==> src/rtl/rr_stream_mux_2to1.sv <==
// rr_stream_mux_2to1
// Two-input valid/ready stream multiplexer with round-robin arbitration and a
// registered output stage. Sustains one beat per cycle when out_ready stays high.
//
// Optional feature macro: RR_STREAM_MUX_PACKET_LOCK_EN
//   Defined   : arbitration is packet-granular. Once a channel starts a packet,
//               it keeps the grant until it sends a beat with last=1.
//   Undefined : arbitration is beat-granular. The last flag is only forwarded.
module rr_stream_mux_2to1 #(
    parameter int WIDTH = 8
) (
    input  logic             clk,
    input  logic             rst,
    input  logic             in0_valid,
    output logic             in0_ready,
    input  logic [WIDTH-1:0] in0_data,
    input  logic             in0_last,
    input  logic             in1_valid,
    output logic             in1_ready,
    input  logic [WIDTH-1:0] in1_data,
    input  logic             in1_last,
    output logic             out_valid,
    input  logic             out_ready,
    output logic [WIDTH-1:0] out_data,
    output logic             out_last,
    output logic             out_src
);

    // Round-robin pointer: the channel that wins when both request.
    logic             ptr;
    logic             load_en;
    logic [1:0]       grant;
    logic             xfer;
    logic             xfer_src;
    logic [WIDTH-1:0] xfer_data;
    logic             xfer_last;

`ifdef RR_STREAM_MUX_PACKET_LOCK_EN
    // Packet lock: while set, only lock_src may be granted.
    logic             locked;
    logic             lock_src;
`endif

    // The output register can take a new beat when empty or being drained.
    assign load_en = ~out_valid | out_ready;

    // Combinational grant from the requests, the pointer and the packet lock.
    always_comb begin
        grant = 2'b00;
        case ({in1_valid, in0_valid})
            2'b01:   grant = 2'b01;
            2'b10:   grant = 2'b10;
            2'b11:   grant = ptr ? 2'b10 : 2'b01;
            default: grant = 2'b00;
        endcase
`ifdef RR_STREAM_MUX_PACKET_LOCK_EN
        // Mid-packet the owner keeps the grant even through its valid gaps.
        if (locked) begin
            grant = lock_src ? 2'b10 : 2'b01;
        end
`endif
    end

    // No handshake can complete while reset is asserted.
    assign in0_ready = load_en & grant[0] & ~rst;
    assign in1_ready = load_en & grant[1] & ~rst;

    // Select the beat being transferred this cycle (at most one ready is high).
    always_comb begin
        xfer      = 1'b0;
        xfer_src  = 1'b0;
        xfer_data = in0_data;
        xfer_last = in0_last;
        if (in0_valid & in0_ready) begin
            xfer = 1'b1;
        end else if (in1_valid & in1_ready) begin
            xfer      = 1'b1;
            xfer_src  = 1'b1;
            xfer_data = in1_data;
            xfer_last = in1_last;
        end
    end

    // Output register: load on transfer, empty on drain without refill, else hold.
    always_ff @(posedge clk) begin
        if (rst) begin
            out_valid <= 1'b0;
            out_data  <= '0;
            out_last  <= 1'b0;
            out_src   <= 1'b0;
        end else if (xfer) begin
            out_valid <= 1'b1;
            out_data  <= xfer_data;
            out_last  <= xfer_last;
            out_src   <= xfer_src;
        end else if (out_ready) begin
            out_valid <= 1'b0;
        end
    end

    // Arbitration state: pointer (and packet lock) advance only on a transfer.
    always_ff @(posedge clk) begin
        if (rst) begin
            ptr <= 1'b0;
`ifdef RR_STREAM_MUX_PACKET_LOCK_EN
            locked   <= 1'b0;
            lock_src <= 1'b0;
`endif
        end else if (xfer) begin
`ifdef RR_STREAM_MUX_PACKET_LOCK_EN
            if (xfer_last) begin
                locked <= 1'b0;
                ptr    <= ~xfer_src;
            end else begin
                locked   <= 1'b1;
                lock_src <= xfer_src;
            end
`else
            ptr <= ~xfer_src;
`endif
        end
    end

endmodule

==> config.mk <==
export PLATFORM = sky130hd
export DESIGN_NAME = rr_stream_mux_2to1
export DESIGN_NICKNAME = d
export VERILOG_FILES = /design/src/rtl/rr_stream_mux_2to1.sv
export SDC_FILE = /design/constraint.sdc
export NUM_CORES = 1
export LEC_CHECK = 0
export ABC_AREA = 1
export ABC_CLOCK_PERIOD_IN_PS = 1300
export BUFFER_PORTS_ARGS = -buffer_cell sky130_fd_sc_hd__buf_2
export CAP_MARGIN = 20
export CORE_MARGIN = 2
export CORE_UTILIZATION = 42
export CTS_CLUSTER_DIAMETER = 60
export DETAILED_ROUTE_END_ITERATION = 8
export PLACE_DENSITY_LB_ADDON = 0.08
export SLEW_MARGIN = 20
export SYNTH_ARGS = -nofsm -noshare
export SYNTH_HDL_FRONTEND = slang
export SYNTH_SLANG_ARGS = --single-unit
==> constraint.sdc <==
create_clock -name clk -period 1.3 [get_ports clk]
set_input_delay 0.13 -clock clk [delete_from_list [all_inputs] [get_ports clk]]
set_output_delay 0.13 -clock clk [all_outputs]
set_load 0.01 [all_outputs]
Word-level counts from Yosys, hierarchy flattened
Index checks and enable logic that the tools add are counted.

word-level totals
  register bits = 12
  bits of input ports = 23
  output and inout port bits = 13
  word-level logic and storage cells = 30

cells by class
  equality and inequality tests = 3
  mux-type cells = 11
  bitwise operators = 10
  reductions and logical operators = 1

operators with widths
  operator                                                          number
  8-bit 2-to-1 mux                                                  2
  1-bit 2-to-1 mux                                                  7
  1-bit AND                                                         6
  2-bit one-hot mux with 3 select lines                             1
  2-bit == test (second input constant)                             2
  1-bit NOT                                                         3
  2-bit by 1-bit == test with 1-bit output (second input constant)  1
  2-bit 2-to-1 mux                                                  1
  2-bit nonzero test                                                1
  1-bit bitwise OR                                                  1

Depth between registers and ports, before layout
Gate-level depths: netlist of the first run.

  depth after elaboration = 8
  mapped depth = 8
  gate-level depth less buffers = 8

Worst setup path after synthesis of the first run
No wires, ideal clock.

  kind = flip-flop to flip-flop
  start point = reg out_valid
  end point = reg out_data[4]
  library setup time = 0.115 ns
  data arrival time = 0.967 ns
  data required time = 1.185 ns
  slack = 0.219 ns
  stages on the path, launching flop included = 8
  path buffers = 1
  clock period less this slack = 1.081 ns
  path through = dfxtp_1 > nand2_1 > nand2_2 > a21oi_2 > buf_6 > nand2_1 > nor2_1 > nor2_1

between the ends
  cells in the longest elaborated chain, start to end = 7
  elaborated cells on any way between the ends = 12
  classes of those cells = mux: 4; bitwise: 8

ends and longest elaborated chain
  element                                               RTL line  RTL
  start: declaration                                    22        output logic out_valid,
  start signal: assignment                              87        out_valid <= 1'b0;
  start signal: assignment                              92        out_valid <= 1'b1;
  start signal: assignment                              97        out_valid <= 1'b0;
  1-bit NOT (*)                                         45        assign load_en = ~out_valid | out_ready;
  1-bit bitwise OR (*)                                  45
  1-bit AND (2 in series)                               66        assign in1_ready = load_en & grant[1] & ~rst;
  1-bit AND                                             76        end else if (in1_valid & in1_ready) begin
  8-bit 2-to-1 mux or 1-bit 2-to-1 mux (tied branches)  76
  8-bit 2-to-1 mux or 1-bit 2-to-1 mux (tied branches)  74        if (in0_valid & in0_ready) begin
  end signal: assignment                                93        out_data <= xfer_data;
  end: declaration                                      24        output logic [WIDTH-1:0] out_data,

Mark *: on every way between the ends. The rest lies on a longest branch, timed or not.
A chain may end at the register's enable or synchronous reset.

Final worst setup path of the first run
  start point = reg out_valid
  end point = out in0_ready

between the ends
  cells in the longest elaborated chain, start to end = 4

ends and longest elaborated chain
  element                  RTL line  RTL
  1-bit NOT                45
  1-bit bitwise OR         45
  1-bit AND (2 in series)  65        assign in0_ready = load_en & grant[0] & ~rst;
  end: declaration         15        output logic in0_ready,

No other way between the ends.

==> out/summary.txt, run 1 <==
Worst flop-to-flop path startpoint = out_valid$_SDFFE_PP0P_
DRC errors left = 0
Yosys cell types = 16
Placer congestion estimate = 0.753
CTS tree = yes
Async SR Flop Fraction = 0
Die Height = 42.9 um
Cells after Synth = 96
WHS Path Cells = 2
Critical path peak fanout = 3
Clock Latency Late Sink = 0.27 ns
Via count = 716
Most common cell in the netlist = nor2_1
Area Overhead vs Synth = 44.6%
Fin crit share = 0.939
Initial Utilization = 0.436
Reg2reg end = out_data[6]$_SDFFE_PP0P_
Final Core Density = 0.631
Pwr Density = 1010 mW/mm^2
Drt total wl = 1490 um
Max_cap viols = 0
Worst-case reg-to-reg path depth = 8
Most frequent cells after synthesis = 29 x nor2_1, 21 x nand2_1, 12 x dfxtp_1, 12 x inv_1, 7 x nand3_1
Number of diodes = 0
Root Driver = clkbuf_4
Slew HR = 0.861
Worst Hold Launch = rst
Clk slew on worst S/H paths = 0.08 ns
Post-layout net count = 166
R2R Setup Slk = 0.12 ns
WP data arrival = 1.09 ns
WS Path Type = flip-flop to output port
Synthesis-stage register bit count = 12
Share of layout cells above drive strength 1 = 0.401
Syn Std Cell Area = 634 sq um
# H-tree levels = 1
Worst clock skew = 0.00332 ns
Peak VDD IR = 545 uV
Multi-input gate area = 328 sq um
Max Root-Sink Buffers = 2
Syn_nets = 119
Die X = 42.9 um
Standard cell core area = 0.00145 sq mm
Seq/Total Area, Yosys = 0.379
Cell taking the most area after synthesis = dfxtp_1
Top Ports = 36
Mean Syn Cell Area = 6.61 sq um
Final Hold Fails = 0
Fillers = 144
Worst slew pin tran = 0.207 ns
Post-synth EDFFs = 0
WL per Instance = 9.44 um
Outcome = finished, final reports clean
Leak pwr = 0.522 nW
Ranking of synthesized cells by area = dfxtp_1 38%, nor2_1 17%, nand2_1 12%
Post-DP HPWL = 1120 um
Fmax = 0.819 GHz
Global-route wire length before repair = 2330 um
Max Slew Vio Count = 0
Hold WC Path Type = input port to flip-flop
Via count of the first global-routing pass = 567
TNS Setup = 0 ns
Hold endpoint = ptr$_SDFFE_PP0P_
CTS Sinks = 12
RSZ-0062 raised after global routing = false
Num CTS Buffers = 3
Vias per cell = 4.53
Final setup viols = 0
Antenna-violating nets left = 0
CP required = 1.17 ns
CP Launch Type = flip-flop
Rows = 14
Synth warnings = 0
Initial antenna violation count = 0
Top cell type's share of synthesized area = 0.379
CP endpoint kind = output port
Min cycle time layout = 1.22 ns
Largest net degree at the start of global routing = 10
Main synth FF type = dfxtp_1
Register area = 241 sq um
Iter 0 DRT Violations = 6
Initial DRT Pass Iterations = 4
Gr ovfl total = 0
Die ar. = 0.00184 sq mm
Global-route usage over all layers = 0.169
Buffers added on ports = 35
Hold_buf cts = 0
## metal layers
layer  track usage  part of all wire  vias up  wire length, um
met5             0                 0        -                0
met3        0.0298             0.086        2              128
met1         0.220              0.47      300              696
met2         0.270              0.44       30              651
li1              -                 -      384                -
met4        0.0750            0.0094        0               14
## kinds of logic after synthesis
family,count (synthesis),share of synthesized area
buffers and inverters,15,0.112
and+or+nand+nor,61,0.398
DFF,12,0.379
AOI/OAI and AO/OA,8,0.110
## how the worst max path moves through the flow
| stage | startpoint | to | cells past startpoint |
|---|---|---|---|
| 4_1_cts | out_valid$_SDFFE_PP0P_ | in1_ready | 4 |
| 3_3_place_gp | out_valid$_SDFFE_PP0P_ | out_data[4]$_SDFFE_PP0P_ | 6 |
| 6_report | out_valid$_SDFFE_PP0P_ | in0_ready | 4 |
| 3_5_place_dp | out_valid$_SDFFE_PP0P_ | out_data[4]$_SDFFE_PP0P_ | 7 |
| 5_1_grt | ptr$_SDFFE_PP0P_ | in1_ready | 5 |
| 2_1_floorplan | out_valid$_SDFFE_PP0P_ | out_data[4]$_SDFFE_PP0P_ | 7 |
## where the power goes
part | internal, W | switching (W) | total, W
combinational | 0.000100 | 0.000114 | 0.000214
clock | 0.000170 | 0.000132 | 0.000302
sequential | 0.000393 | 0.0000133 | 0.000407
total | 0.000664 | 0.000259 | 0.000923
## through the flow
step / hold slack (ns) / std cells / power (W) / setup WS [ns] / area (sq um)
floorplan: 0.331 / 96 / 0.000531 / 0.219 / 634
global placement: 0.403 / 150 / 0.000615 / 0.206 / 845
detailed placement: 0.404 / 150 / 0.000616 / 0.189 / 845
CTS: 0.104 / 156 / 0.000924 / 0.0309 / 902
global route: 0.115 / 158 / 0.000969 / 0.0228 / 917
finish: 0.110 / 158 / 0.000923 / 0.0788 / 917
## critical path, cell delays in order (launching register included)
cell     delay (ns)
dfxtp_1        0.35
nand2_1        0.12
nand2_2        0.09
nor2_4         0.12
buf_2          0.13
## timing repair
action / in CTS / in global routing
pin swaps: 2 / 2
hold endpoints to repair: 0 / 0
buffers inserted: 2 / 2
endpoints found under the setup margin: 2 / 1
gates resized for setup: 2 / 0
cloned: 0 / 0
## state kept, by name, summed over array words and instances, names as in the netlist
name,flops
out_data,8
out_last,1
out_src,1
out_valid,1
ptr,1
## layout make-up
| type | instances | share of cell area |
|---|---|---|
| Multi-Input combinational cell | 69 | 0.357 |
| Timing Repair Buffer | 44 | 0.265 |
| Sequential cell | 12 | 0.263 |
| Inverter | 13 | 0.0532 |
| Clock buffer | 4 | 0.0396 |
| Tap cell | 16 | 0.0218 |
## cells in the final DEF (no fill, tap or decap)
master	Yosys	layout
clkbuf_4	0	3
a31oi_1	1	1
o21ai_0	1	1
nor2_1	29	29
nand2_2	3	2
a21oi_1	1	1
buf_2	0	35
clkbuf_8	0	1
nand2_4	0	1
buf_4	0	9
o21ai_1	2	2
nor2_4	1	1
nand2_1	21	21
inv_1	12	12
dfxtp_2	0	1
a21oi_4	1	1
nand3_1	7	7
a21oi_2	1	1
inv_2	1	1
a21boi_4	1	1
dfxtp_1	12	11
Power figures use the tool's default switching activity.
==> inputs of run 2 (changes only) <==
CTS_CLUSTER_SIZE = 24   (was unset)
PLACE_DENSITY = 0.74   (was unset)
PLACE_DENSITY_LB_ADDON = unset   (was 0.08)
==> run 2 against run 1 <==
Net effect:
- highest routed layer unchanged
- sequential power hardly changed
- die area is the same
- critical path type unchanged
- total power down 0.65%
- design area shrank 3.3%
- routed wire length rose by 0.60%
==> out/summary.txt, run 2 (synthesis results as in run 1) <==
Final Hold Fails = 0
Rows = 14
Max Slew Vio Count = 0
Fillers = 142
Via count of the first global-routing pass = 619
RSZ-0062 raised after global routing = false
WL per Instance = 9.75 um
Met3 GRT Util = 0.0638
Hold WC Path Type = input port to flip-flop
WP data arrival = 1.11 ns
CTS Sinks = 12
Die X = 42.9 um
Global-route usage over all layers = 0.186
Iter 0 DRT Violations = 5
R2R Setup Slk = 0.12 ns
Post-DP HPWL = 1110 um
Post-placement cell count = 149
Largest delay share family, worst path = flip-flops
Leak pwr = 0.503 nW
Peak VDD IR = 504 uV
Largest net degree at the start of global routing = 12
Drt total wl = 1500 um
Initial Utilization = 0.436
TNS Setup = 0 ns
Initial DRT Pass Iterations = 4
Clock Latency Late Sink = 0.28 ns
Fin crit share = 0.951
Vias per cell = 4.60
Most frequent cells in the layout = 35 x buf_2, 29 x nor2_1, 21 x nand2_1
Post-layout net count = 162
Most Crowded Layer GR = met2
CTS tree = yes
Antenna-violating nets left = 0
Outcome = finished, final reports clean
Register area = 241 sq um
Root Driver = clkbuf_4
CP dominant cell by count = inv_1
CP required = 1.17 ns
Share of layout cells above drive strength 1 = 0.384
Total power = 0.000917 W
WS Path Type = flip-flop to output port
Final setup viols = 0
Initial antenna violation count = 0
Min cycle time layout = 1.24 ns
Slew HR = 0.887
Number of diodes = 0
Most common cell after layout, fill and taps aside = buf_2
Gr ovfl total = 0
CP max-delay cell = dfxtp_2
Die ar. = 0.00184 sq mm
Max Root-Sink Buffers = 2
Most flops, register = out_data
Pwr Density = 1030 mW/mm^2
DRC errors left = 0
Placer congestion estimate = 0.708
Fmax = 0.809 GHz
Global-route wire length before repair = 2520 um
Critical path peak fanout = 7
WP buf/inv = 3
Worst clock skew = 0.000540 ns
Worst slew pin tran = 0.168 ns
Multi-input gate area = 328 sq um
Area Overhead vs Synth = 39.8%
Die Height = 42.9 um
CP endpoint kind = output port
Layout Cells excl Fill = 154
Critical Path Max Stage Delay = 0.34 ns
Standard cell core area = 0.00145 sq mm
Crit path cell chain = inv_1 -> a21boi_4 -> nand2_4 -> inv_1 -> buf_2
Number of flip-flops in the largest register = 8
Met1 usage = 0.215
Clk slew on worst S/H paths = 0.08 ns
Top Ports = 36
# H-tree levels = 1
Buffers added on ports = 35
Max_cap viols = 0
Via count = 709
CP Launch Type = flip-flop
M2 GR Usage = 0.285
Num CTS Buffers = 3
[run 2: final cells by class]
| cell class | count | area share |
|---|---|---|
| Clock buffer | 4 | 0.0409 |
| Inverter | 13 | 0.0550 |
| Multi-Input combinational cell | 69 | 0.370 |
| Sequential cell | 12 | 0.272 |
| Tap cell | 16 | 0.0226 |
| Timing Repair Buffer | 40 | 0.240 |
[run 2: per-layer routing]
metal  up-vias  wire length [um]
met1       301               673
met2        29               679
met3         6               113
met4         0                34
li1        373                 -
met5         -                 0
[run 2: repair_timing]
action	CTS	global route
endpoints found under the hold margin	0	0
hold buffers	0	0
buffers inserted	1	0
setup endpoints to repair	1	1
pin swaps	1	0
resized for setup	0	2
[run 2: worst register-to-register path, stage by stage (launching register included)]
cell     delay, ns
dfxtp_1       0.41
nand2_1       0.11
nand2_2       0.11
nor2_4        0.05
buf_4         0.16
nand2_1       0.06
nand2_1       0.05
nor2_1        0.08
nor2_1        0.05
[run 2: power breakdown]
group / internal (W) / switching (W)
combinational: 0.0000918 / 0.000111
clock: 0.000170 / 0.000135
sequential: 0.000393 / 0.0000143
total: 0.000656 / 0.000261
[run 2: worst paths after layout]
check,from,endpoint,cells past startpoint
max,ptr$_SDFFE_PP0P_,in1_ready,5
min,in0_data[5],out_data[5]$_SDFFE_PP0P_,5
max reg2reg,out_valid$_SDFFE_PP0P_,out_data[7]$_SDFFE_PP0P_,8
min reg2reg,out_src$_SDFFE_PP0P_,out_src$_SDFFE_PP0P_,2
[run 2: through the flow]
step	cell area, sq um	worst slack (ns)	utilization	hold slack, ns
3_3_place_gp	837	0.225	0.576	0.426
5_1_grt	887	0.00172	0.610	0.177
4_1_cts	881	0.0161	0.606	0.147
2_1_floorplan	634	0.219	-	0.331
6_report	887	0.0643	0.610	0.146
3_5_place_dp	837	0.159	0.576	0.433
